===== config.mk =====
export PLATFORM = sky130hd
export DESIGN_NAME = pci_simple_target
export DESIGN_NICKNAME = d
export VERILOG_FILES = /design/src/rtl/pci_simple_target.sv
export SDC_FILE = /design/constraint.sdc
export NUM_CORES = 1
export LEC_CHECK = 0
export CAP_MARGIN = 30
export CORE_AREA = 2 2 197 199
export CTS_CLUSTER_SIZE = 30
export DETAILED_ROUTE_END_ITERATION = 8
export DIE_AREA = 0 0 199 201
export PLACE_DENSITY = 0.75
export SYNTH_ARGS = -nofsm -noshare
export SYNTH_HDL_FRONTEND = slang
export SYNTH_SLANG_ARGS = --single-unit

===== constraint.sdc =====
create_clock -name clk -period 2.3 [get_ports clk]
set_input_delay 0.46 -clock clk [delete_from_list [all_inputs] [get_ports clk]]
set_output_delay 0.46 -clock clk [all_outputs]
set_load 0.05 [all_outputs]

===== src/rtl/pci_simple_target.sv =====
// PCI memory target with a 2**DEPTH_LOG2-word register file behind a single decode window.
// Optional macro PCI_TGT_WAIT_STATE_EN inserts one wait state before the first data phase.
module pci_simple_target #(
  parameter logic [31:0] BASE_ADDR  = 32'h0000_1000,
  parameter int          DEPTH_LOG2 = 4
) (
  input  logic        clk,
  input  logic        rst,
  input  logic [31:0] ad_in,
  output logic [31:0] ad_out,
  output logic        ad_oe,
  input  logic [3:0]  cbe_n,
  input  logic        frame_n,
  input  logic        irdy_n,
  output logic        devsel_n,
  output logic        trdy_n,
  output logic        stop_n
);

  localparam int DEPTH = 1 << DEPTH_LOG2;
  localparam logic [DEPTH_LOG2-1:0] IDX_MAX = '1;

  typedef enum logic [2:0] {
    S_IDLE, S_WAIT, S_TURN, S_WDATA, S_RDATA, S_DISC, S_BACKOFF
  } state_e;

  state_e                state_q, state_d;
  logic                  frame_prev_q;
  logic [DEPTH_LOG2-1:0] idx_q, idx_d;
  logic                  is_wr_q, is_wr_d;
  logic [31:0]           mem_q [DEPTH];

  logic addr_phase, hit, cmd_rd, cmd_wr, at_end, wr_xfer;

  assign cmd_rd     = (cbe_n == 4'b0110);
  assign cmd_wr     = (cbe_n == 4'b0111);
  assign addr_phase = (state_q == S_IDLE) && !frame_n && frame_prev_q;
  assign hit        = (ad_in[31:DEPTH_LOG2+2] == BASE_ADDR[31:DEPTH_LOG2+2]) &&
                      (ad_in[1:0] == 2'b00) && (cmd_rd || cmd_wr);
  assign at_end     = (idx_q == IDX_MAX);
  assign wr_xfer    = (state_q == S_WDATA) && !irdy_n;

  always_ff @(posedge clk or posedge rst) begin
    if (rst) begin
      state_q      <= S_IDLE;
      frame_prev_q <= 1'b1;
    end else begin
      state_q      <= state_d;
      frame_prev_q <= frame_n;
    end
  end

  // Burst index, command and storage are never reset; only the control path is.
  always_ff @(posedge clk) begin
    idx_q   <= idx_d;
    is_wr_q <= is_wr_d;
    if (wr_xfer) begin
      for (int b = 0; b < 4; b++) begin
        if (!cbe_n[b]) mem_q[idx_q][8*b +: 8] <= ad_in[8*b +: 8];
      end
    end
  end

  always_comb begin
    state_d = state_q;
    idx_d   = idx_q;
    is_wr_d = is_wr_q;
    case (state_q)
      S_IDLE: begin
        if (addr_phase && hit) begin
          idx_d   = ad_in[DEPTH_LOG2+1:2];
          is_wr_d = cmd_wr;
`ifdef PCI_TGT_WAIT_STATE_EN
          state_d = cmd_wr ? S_WAIT : S_TURN;
`else
          state_d = cmd_wr ? S_WDATA : S_TURN;
`endif
        end
      end
      S_TURN: begin
        if (frame_n && irdy_n) state_d = S_BACKOFF;
`ifdef PCI_TGT_WAIT_STATE_EN
        else                   state_d = S_WAIT;
`else
        else                   state_d = S_RDATA;
`endif
      end
      S_WAIT: begin
        if (frame_n && irdy_n) state_d = S_BACKOFF;
        else                   state_d = is_wr_q ? S_WDATA : S_RDATA;
      end
      S_WDATA, S_RDATA: begin
        // The index saturates at the window end; the disconnect stops the burst there.
        if (!irdy_n) begin
          if (!at_end)      idx_d   = idx_q + 1'b1;
          if (frame_n)      state_d = S_BACKOFF;
          else if (at_end)  state_d = S_DISC;
        end else if (frame_n) begin
          state_d = S_BACKOFF;
        end
      end
      S_DISC:    if (frame_n) state_d = S_BACKOFF;
      S_BACKOFF: state_d = S_IDLE;
      default:   state_d = S_IDLE;
    endcase
  end

  always_comb begin
    devsel_n = 1'b1;
    trdy_n   = 1'b1;
    stop_n   = 1'b1;
    ad_oe    = 1'b0;
    ad_out   = '0;
    case (state_q)
      S_TURN: devsel_n = 1'b0;
      S_WAIT: begin
        devsel_n = 1'b0;
        ad_oe    = !is_wr_q;
        ad_out   = is_wr_q ? '0 : mem_q[idx_q];
      end
      S_WDATA: begin
        devsel_n = 1'b0;
        trdy_n   = 1'b0;
        stop_n   = !at_end;
      end
      S_RDATA: begin
        devsel_n = 1'b0;
        trdy_n   = 1'b0;
        stop_n   = !at_end;
        ad_oe    = 1'b1;
        ad_out   = mem_q[idx_q];
      end
      S_DISC: begin
        devsel_n = 1'b0;
        stop_n   = 1'b0;
      end
      default: ;
    endcase
  end

endmodule


==> impl_metrics.xml, run 1 <==
<?xml version="1.0" encoding="UTF-8"?>
<metrics>
  <group name="global_route">
    <metric name="global_route.usage.total" unit="%">25.4</metric>
    <metric name="grt_pass1_vias" unit="">11165</metric>
    <metric name="grt_max_degree" unit="">19</metric>
    <metric name="grt_remaining_overflow" unit="">0</metric>
    <metric name="grt_pass1_wl" unit="mm">72.3</metric>
    <metric name="grt_antenna_before_repair" unit="">0</metric>
  </group>
  <group name="logic_synthesis">
    <metric name="synth_async_sr_flop_share" unit="%">0.762</metric>
    <metric name="syn-cell-area" unit="mm²">0.0206</metric>
    <metric name="ys.warnings.count" unit="">0</metric>
    <metric name="syn_avg_cell_area" unit="µm²">22.1</metric>
    <metric name="synth-edff-count" unit="">517</metric>
    <metric name="synth_xor_xnor_area_share" unit="%">0.0850</metric>
    <metric name="synth_simple_gate_area_share" unit="%">3.66</metric>
    <metric name="ys_dominant_reg_cell" unit="">edfxtp_1</metric>
    <metric name="mappedNetlistNets" unit="">978</metric>
    <metric name="synth_cell_type_count" unit="">43</metric>
    <metric name="yosys.area_share.adder" unit="%">0.243</metric>
    <metric name="post_synth_mux_area_share" unit="%">17.9</metric>
    <metric name="synthCells" unit="">934</metric>
    <metric name="synth.yosys.seq_area_share" unit="%">76.2</metric>
    <metric name="yosys_register_bits" unit="">525</metric>
    <metric name="fraction_of_the_mapped_netlist_area_in_compound_gates" unit="%">0.589</metric>
    <metric name="dominant_combinational_cell_family_by_area_after_synthesis" unit="">multiplexers</metric>
  </group>
  <group name="place">
    <metric name="place.port_buffers" unit="">75</metric>
    <metric name="numPlacedInstances" unit="">1656</metric>
    <metric name="place_congestion" unit="">0.822</metric>
    <metric name="dp_hpwl" unit="mm">30.5</metric>
    <metric name="worst_setup_slack_after_placement" unit="ns">-0.678</metric>
  </group>
  <group name="sta">
    <metric name="slew_viol_final" unit="">0</metric>
    <metric name="timing.final.crit_share" unit="%">136</metric>
    <metric name="fin_skew" unit="ns">0.0139</metric>
    <metric name="tightest_slew" unit="ns">0.503</metric>
    <metric name="setup_viol" unit="">33</metric>
    <metric name="maxSlewHeadroom" unit="%">66.2</metric>
    <metric name="timing.final.hold_violations" unit="">0</metric>
    <metric name="unrepaired_setup_endpoints_after_global_routing" unit="">true</metric>
    <metric name="max_freq" unit="GHz">0.320</metric>
    <metric name="worst_slack" unit="ns">-0.821</metric>
    <metric name="min_period" unit="ns">3.12</metric>
    <metric name="final.hold.worst_slack" unit="ns">0.0940</metric>
  </group>
  <group name="setup_path">
    <metric name="worst_path_max_delay_cell" unit="">mux4_2</metric>
    <metric name="critical_path_required" unit="ns">1.84</metric>
    <metric name="cp_cell_sequence" unit="">buf_12, buf_8, buf_12, mux4_2, mux4_2, nor2b_4, buf_6</metric>
    <metric name="r2r.worst_path.cells" unit="">8</metric>
    <metric name="r2r_end" unit="">mem_q[13][12]</metric>
    <metric name="critPathKind" unit="">reg2out</metric>
    <metric name="crit-reg2reg-launch" unit="">state_q[2]</metric>
    <metric name="worst_setup_path_start_kind" unit="">register</metric>
    <metric name="slowest_delay" unit="ns">0.55</metric>
    <metric name="critical_path_peak_fanout" unit="">7</metric>
    <metric name="timing.critical_path.to_type" unit="">primary output</metric>
    <metric name="critical_path_arrival" unit="ns">2.66</metric>
    <metric name="r2r_slack" unit="ns">0.15</metric>
  </group>
  <group name="clocking">
    <metric name="tritoncts_sinks" unit="">525</metric>
    <metric name="cts_inserted_buffers" unit="">50</metric>
    <metric name="cts.clk_slew.worst_paths" unit="ns">0.06</metric>
    <metric name="number_of_hold_buffers_added_after_cts" unit="">0</metric>
    <metric name="worstSkewPairLatency" unit="ns">0.56</metric>
    <metric name="clock_h_tree_levels" unit="">2</metric>
    <metric name="tritoncts" unit="">done</metric>
    <metric name="clock-root-buffer" unit="">clkbuf_16</metric>
    <metric name="cts_max_path_buffers" unit="">3</metric>
  </group>
  <group name="floorplanning">
    <metric name="die_w" unit="µm">199</metric>
    <metric name="die_height" unit="µm">201</metric>
    <metric name="fp-row-count" unit="">72</metric>
    <metric name="floorplan.die_area" unit="mm²">0.0400</metric>
    <metric name="start_util" unit="%">54.1</metric>
    <metric name="io_pins" unit="">76</metric>
    <metric name="core" unit="mm²">0.0381</metric>
  </group>
  <group name="final_layout">
    <metric name="final_cells" unit="">1773</metric>
    <metric name="finish.net_count" unit="">1260</metric>
    <metric name="area_growth" unit="%">25.0</metric>
    <metric name="n_antenna_cell" unit="">0</metric>
    <metric name="final_core_util" unit="%">67.6</metric>
    <metric name="final_layout_size_suffix_gt1_share" unit="%">42.0</metric>
  </group>
  <group name="pwr">
    <metric name="vdd_drop_max" unit="mV">0.538</metric>
    <metric name="power.density_cell_area" unit="mW/mm²">799</metric>
    <metric name="power.share.clock" unit="%">38.3</metric>
    <metric name="power.internal" unit="mW">16.0</metric>
    <metric name="sequentialPowerShare" unit="%">51.3</metric>
    <metric name="p_leak" unit="nW">8.58</metric>
    <metric name="total_power" unit="mW">20.6</metric>
    <metric name="power.switching_fraction" unit="%">22.2</metric>
    <metric name="combPwrFrac" unit="%">10.4</metric>
    <metric name="power.switching" unit="mW">4.56</metric>
  </group>
  <group name="run">
    <metric name="cap_viol_max_count" unit="">0</metric>
  </group>
  <group name="route">
    <metric name="detail_routed_via_count_per_cell" unit="">5.97</metric>
    <metric name="routed_wire_length_per_instance" unit="µm">27.5</metric>
    <metric name="routed_wl" unit="mm">48.8</metric>
    <metric name="drt_iter0_markers" unit="">1257</metric>
    <metric name="drt_pass1_iterations" unit="">7</metric>
    <metric name="post-route-drc-count" unit="">0</metric>
    <metric name="final_antenna_net_count" unit="">0</metric>
    <metric name="route.vias.total" unit="">10576</metric>
  </group>
  <group name="status">
    <metric name="run_status" unit="">complete, but fails checks</metric>
    <metric name="failed_checks" unit="">negative setup slack</metric>
  </group>
  <group name="min_path">
    <metric name="holdCritPathClass" unit="">in2async</metric>
  </group>
</metrics>
-- worst max path at each step --
stage,startpoint,endpoint,slack [ns],cells past startpoint
CTS,register,ad_out[26],-0.86,7
floorplan,register,ad_out[11],-0.05,5
global route,register,ad_out[26],-0.87,7
finish,register,ad_out[26],-0.82,7
global placement,ad_in[13],idx_q[1],-0.66,7
detailed placement,ad_in[13],idx_q[3],-0.68,7
-- sequential cells by signal, indices dropped and copies added (netlist names), named ones only --
register	cells
state_q	3
is_wr_q	1
mem_q	512
idx_q	4
frame_prev_q	1
-- timing repair --
item                                    4_1_cts  5_1_grt
setup buffers                                19        8
endpoints found under the hold margin         0        0
gates resized for setup                      58       10
pin swaps                                     3        2
cloned                                        1        0
endpoints found under the setup margin       44       42
-- power groups by stage --
stage          registers [mW]  clock network [mW]  logic [mW]
3_5_place_dp             10.8                   0        1.89
2_1_floorplan            10.7                   0        1.11
3_3_place_gp             10.8                   0        1.86
4_1_cts                  10.6                7.99        2.11
5_1_grt                  10.6                8.36        2.24
6_report                 10.6                7.88        2.14
-- layout make-up --
cell class / instances / area [µm²]
Inverter: 8 / 42.5
Clock inverter: 30 / 254
Multi-Input combinational cell: 347 / 4890
Timing Repair Buffer: 284 / 2890
Sequential cell: 525 / 15700
Clock buffer: 61 / 1310
Tap cell: 518 / 648
Fill cell: 2324 / 12400
-- layer usage --
metal  track usage (%)  vias up  part of all wire (%)
met5                 0        -                     0
met4              7.38        0                   2.5
met3              4.20       74                   7.3
met2              42.3      509                    52
met1              35.2     5533                    39
li1                  -     4460                     -
-- stage by stage --
stage                     cell area (µm²)  setup TNS, ns
after floorplan                     20800         -0.848
after detailed placement            23700         -13.62
after CTS                           25700         -25.15
after global routing                25800         -25.89
final                               25800         -23.95
after global placement              23700         -13.27
-- worst max-delay path: cells and delay by family (launching register included) --
kind          cells  cell delay, ns
mux               2            1.02
simple gates      1            0.14
buf+inv           4            0.56
flops             1            0.39
-- kinds of logic (layout without fill, tap and decap cells) --
family | Yosys count | count (layout)
muxes | 167 | 167
xor gates and xnor gates | 2 | 2
adders and majority gates | 4 | 4
buffers and inverters | 62 | 383
and+or+nand+nor | 155 | 155
DFF | 525 | 525
AOI/OAI and AO/OA | 19 | 19
-- layout by cell type, fill, tap and decap left out, types with 10 or more instances in the layout --
master           instances
nor2b_4                 26
clkbuf_16               51
nor2_1                  67
buf_6                   29
nand2_1                 20
clkdlybuf4s50_1         39
clkbuf_1                10
buf_12                  41
buf_4                  172
edfxtp_1               517
clkinv_1                14
mux4_2                 160
-- synthesized netlist by cell type (all sizes together) (2+ instances only) --
library cell,instances,area share [%]
mux2,6,0.33
and3,2,0.061
nand2,21,0.38
clkbuf,28,0.52
nand3,6,0.15
dfxtp,4,0.39
mux4,160,17
nor3,2,0.049
edfxtp,517,75
o21ai,7,0.17
dfrtp,3,0.36
inv,8,0.15
a21oi,3,0.073
nor3b,2,0.073
o32ai,2,0.085
nor4b,2,0.085
nor2b,35,1.1
nor4,7,0.24
nand2b,6,0.18
buf,26,0.67
nor2,68,1.2
ha,4,0.24
Note: power is estimated with default switching activity, not from simulation.
==> run 2: changes to the inputs <==
==> constraint.sdc (replaced) <==
create_clock -name clk -period 2.3 [get_ports clk]
set_input_delay 0.69 -clock clk [delete_from_list [all_inputs] [get_ports clk]]
set_output_delay 0.69 -clock clk [all_outputs]
set_load 0.05 [all_outputs]
==> impl_metrics.xml, run 2 (synthesized netlist as in run 1, its figures left out) <==
<?xml version="1.0" encoding="UTF-8"?>
<metrics>
  <group name="route">
    <metric name="drt_pass1_iterations" unit="">5</metric>
    <metric name="drt_iter0_markers" unit="">1278</metric>
    <metric name="routed_wl" unit="mm">48.9</metric>
    <metric name="final_antenna_net_count" unit="">0</metric>
    <metric name="route.vias.total" unit="">10709</metric>
    <metric name="detail_routed_via_count_per_cell" unit="">6.04</metric>
    <metric name="routed_wire_length_per_instance" unit="µm">27.6</metric>
    <metric name="post-route-drc-count" unit="">0</metric>
  </group>
  <group name="sta">
    <metric name="min_period" unit="ns">3.43</metric>
    <metric name="maxSlewHeadroom" unit="%">69.9</metric>
    <metric name="setup_viol" unit="">45</metric>
    <metric name="timing.final.hold_violations" unit="">0</metric>
    <metric name="tightest_slew" unit="ns">0.451</metric>
    <metric name="slew_viol_final" unit="">0</metric>
    <metric name="max_freq" unit="GHz">0.292</metric>
    <metric name="unrepaired_setup_endpoints_after_global_routing" unit="">true</metric>
    <metric name="timing.final.crit_share" unit="%">149</metric>
    <metric name="final.hold.worst_slack" unit="ns">0.306</metric>
    <metric name="worst_slack" unit="ns">-1.13</metric>
    <metric name="fin_skew" unit="ns">0.0138</metric>
  </group>
  <group name="setup_path">
    <metric name="crit-reg2reg-launch" unit="">idx_q[1]</metric>
    <metric name="critical_path_peak_fanout" unit="">8</metric>
    <metric name="r2r_end" unit="">mem_q[12][3]</metric>
    <metric name="crit_buf_inv" unit="">3</metric>
    <metric name="critical_path_required" unit="ns">1.61</metric>
    <metric name="cp-endpoint" unit="">ad_out[22]</metric>
    <metric name="critPathKind" unit="">reg2out</metric>
    <metric name="r2r.worst_path.cells" unit="">7</metric>
    <metric name="worst_setup_path_start_kind" unit="">register</metric>
    <metric name="worst_path_max_delay_cell" unit="">mux4_2</metric>
    <metric name="timing.critical_path.to_type" unit="">primary output</metric>
    <metric name="slowest_delay" unit="ns">0.55</metric>
    <metric name="r2r_slack" unit="ns">0.09</metric>
    <metric name="crit_cells" unit="">6</metric>
    <metric name="critical_path_arrival" unit="ns">2.74</metric>
    <metric name="cp_cell_sequence" unit="">buf_12, buf_12, mux4_2, mux4_2, nor2b_4, buf_6</metric>
    <metric name="crit_family" unit="">multiplexers</metric>
  </group>
  <group name="final_layout">
    <metric name="final_layout_size_suffix_gt1_share" unit="%">43.5</metric>
    <metric name="regMostFlops" unit="">mem_q</metric>
    <metric name="seq_area" unit="mm²">0.0157</metric>
    <metric name="area_growth" unit="%">26.8</metric>
    <metric name="finish.net_count" unit="">1257</metric>
    <metric name="n_antenna_cell" unit="">0</metric>
    <metric name="layout.cells.most_common_list" unit="">edfxtp_1 (517), mux4_2 (160), buf_4 (155)</metric>
    <metric name="layout.filler_cells" unit="">2281</metric>
    <metric name="final_cells" unit="">1773</metric>
    <metric name="leading_registers_by_flop_count" unit="">mem_q (512), idx_q (4), state_q (3)</metric>
    <metric name="number_of_flip_flops_under_the_largest_register_name" unit="">512</metric>
    <metric name="total_non_filler_cell_area_in_the_finished_layout" unit="mm²">0.0261</metric>
    <metric name="layout.cells.most_common" unit="">edfxtp_1</metric>
    <metric name="multiInputGateArea" unit="mm²">0.00504</metric>
  </group>
  <group name="clocking">
    <metric name="tritoncts_sinks" unit="">525</metric>
    <metric name="worstSkewPairLatency" unit="ns">0.57</metric>
    <metric name="number_of_hold_buffers_added_after_cts" unit="">0</metric>
    <metric name="tritoncts" unit="">done</metric>
    <metric name="cts.clk_slew.worst_paths" unit="ns">0.06</metric>
    <metric name="clock_h_tree_levels" unit="">2</metric>
    <metric name="cts_max_path_buffers" unit="">3</metric>
    <metric name="clock-root-buffer" unit="">clkbuf_16</metric>
    <metric name="cts_inserted_buffers" unit="">51</metric>
  </group>
  <group name="floorplanning">
    <metric name="die_w" unit="µm">199</metric>
    <metric name="core" unit="mm²">0.0381</metric>
    <metric name="io_pins" unit="">76</metric>
    <metric name="start_util" unit="%">54.1</metric>
    <metric name="die_height" unit="µm">201</metric>
    <metric name="fp-row-count" unit="">72</metric>
    <metric name="floorplan.die_area" unit="mm²">0.0400</metric>
  </group>
  <group name="global_route">
    <metric name="global_route.usage.total" unit="%">25.0</metric>
    <metric name="grt_pass1_wl" unit="mm">70.9</metric>
    <metric name="grt_max_degree" unit="">20</metric>
    <metric name="grt_pass1_vias" unit="">10856</metric>
    <metric name="grt_remaining_overflow" unit="">0</metric>
    <metric name="grt_antenna_before_repair" unit="">0</metric>
  </group>
  <group name="place">
    <metric name="post_dp_cell_area" unit="mm²">0.0239</metric>
    <metric name="dp_hpwl" unit="mm">30.3</metric>
    <metric name="place_congestion" unit="">0.847</metric>
    <metric name="numPlacedInstances" unit="">1656</metric>
    <metric name="place.port_buffers" unit="">75</metric>
  </group>
  <group name="status">
    <metric name="failed_checks" unit="">negative setup slack</metric>
    <metric name="run_status" unit="">complete, but fails checks</metric>
  </group>
  <group name="pwr">
    <metric name="p_leak" unit="nW">8.71</metric>
    <metric name="power.density_cell_area" unit="mW/mm²">806</metric>
    <metric name="vdd_drop_max" unit="mV">0.615</metric>
  </group>
  <group name="run">
    <metric name="cap_viol_max_count" unit="">0</metric>
  </group>
  <group name="min_path">
    <metric name="holdCritPathClass" unit="">in2async</metric>
  </group>
</metrics>
run 2: power breakdown:
group	internal [mW]	leakage, nW	switching (mW)
registers	10.5	4.73	0.0305
logic	0.984	3.17	1.20
clock network	4.90	0.808	3.43
run 2: repair_timing:
action / in CTS / in global routing
cloned: 2 / 0
resized for setup: 63 / 19
pin swaps: 3 / 3
setup buffers: 15 / 7
setup endpoints to repair: 44 / 47
run 2: through the flow:
| stage | TNS [ns] | power [mW] | setup WS [ns] | util, % |
|---|---|---|---|---|
| finish | -34.65 | 21.1 | -1.13 | 68.6 |
| global route | -36.72 | 21.6 | -1.18 | 68.6 |
| CTS | -34.30 | 21.1 | -1.08 | 68.2 |
| detailed placement | -70.17 | 12.7 | -0.691 | 62.7 |
| global placement | -67.52 | 12.7 | -0.634 | 62.7 |
| floorplan | -47.30 | 11.9 | -0.187 | - |
run 2: worst reg2reg max path: stages, from the launching register on:
cell and delay [ns]:
edfxtp_1 0.43, buf_4 0.16, buf_4 0.15, inv_1 0.10
ha_1 0.25, nand3_1 0.36, nor2_1 0.26, buf_4 0.20
run 2: worst min-delay path by stage:
stage                   from    endpoint  slack, ns  cells after the start
CTS                      rst  state_q[2]       0.30                      2
global placement    idx_q[1]    register       0.62                      2
detailed placement  idx_q[1]    register       0.62                      2
finish                   rst  state_q[0]       0.31                      2
global route             rst  state_q[0]       0.33                      2
floorplan                rst  state_q[0]       0.46                      1
run 2: area by class of cell:
type	count	share of cell area, %
multi-input combinational	347	19.3
inverter	8	0.129
timing repair buffer	280	11.5
clock buffer	67	5.28
clock inverter	28	1.13
sequential	525	60.2
tap	518	2.48
run 2: per-layer routing:
metal / GRT usage (%) / vias up / part of all wire, %
met5: 0 / - / 0
met4: 8.29 / 0 / 3.1
met3: 4.50 / 94 / 7.9
met2: 40.5 / 567 / 51
met1: 34.9 / 5608 / 38
li1: - / 4440 / -
==> run 3: changes to the inputs <==
Settings changed: HOLD_SLACK_MARGIN set to 0.02.
==> results of run 3 <==
Final layout, timing and power as in run 2 (identical DEF).
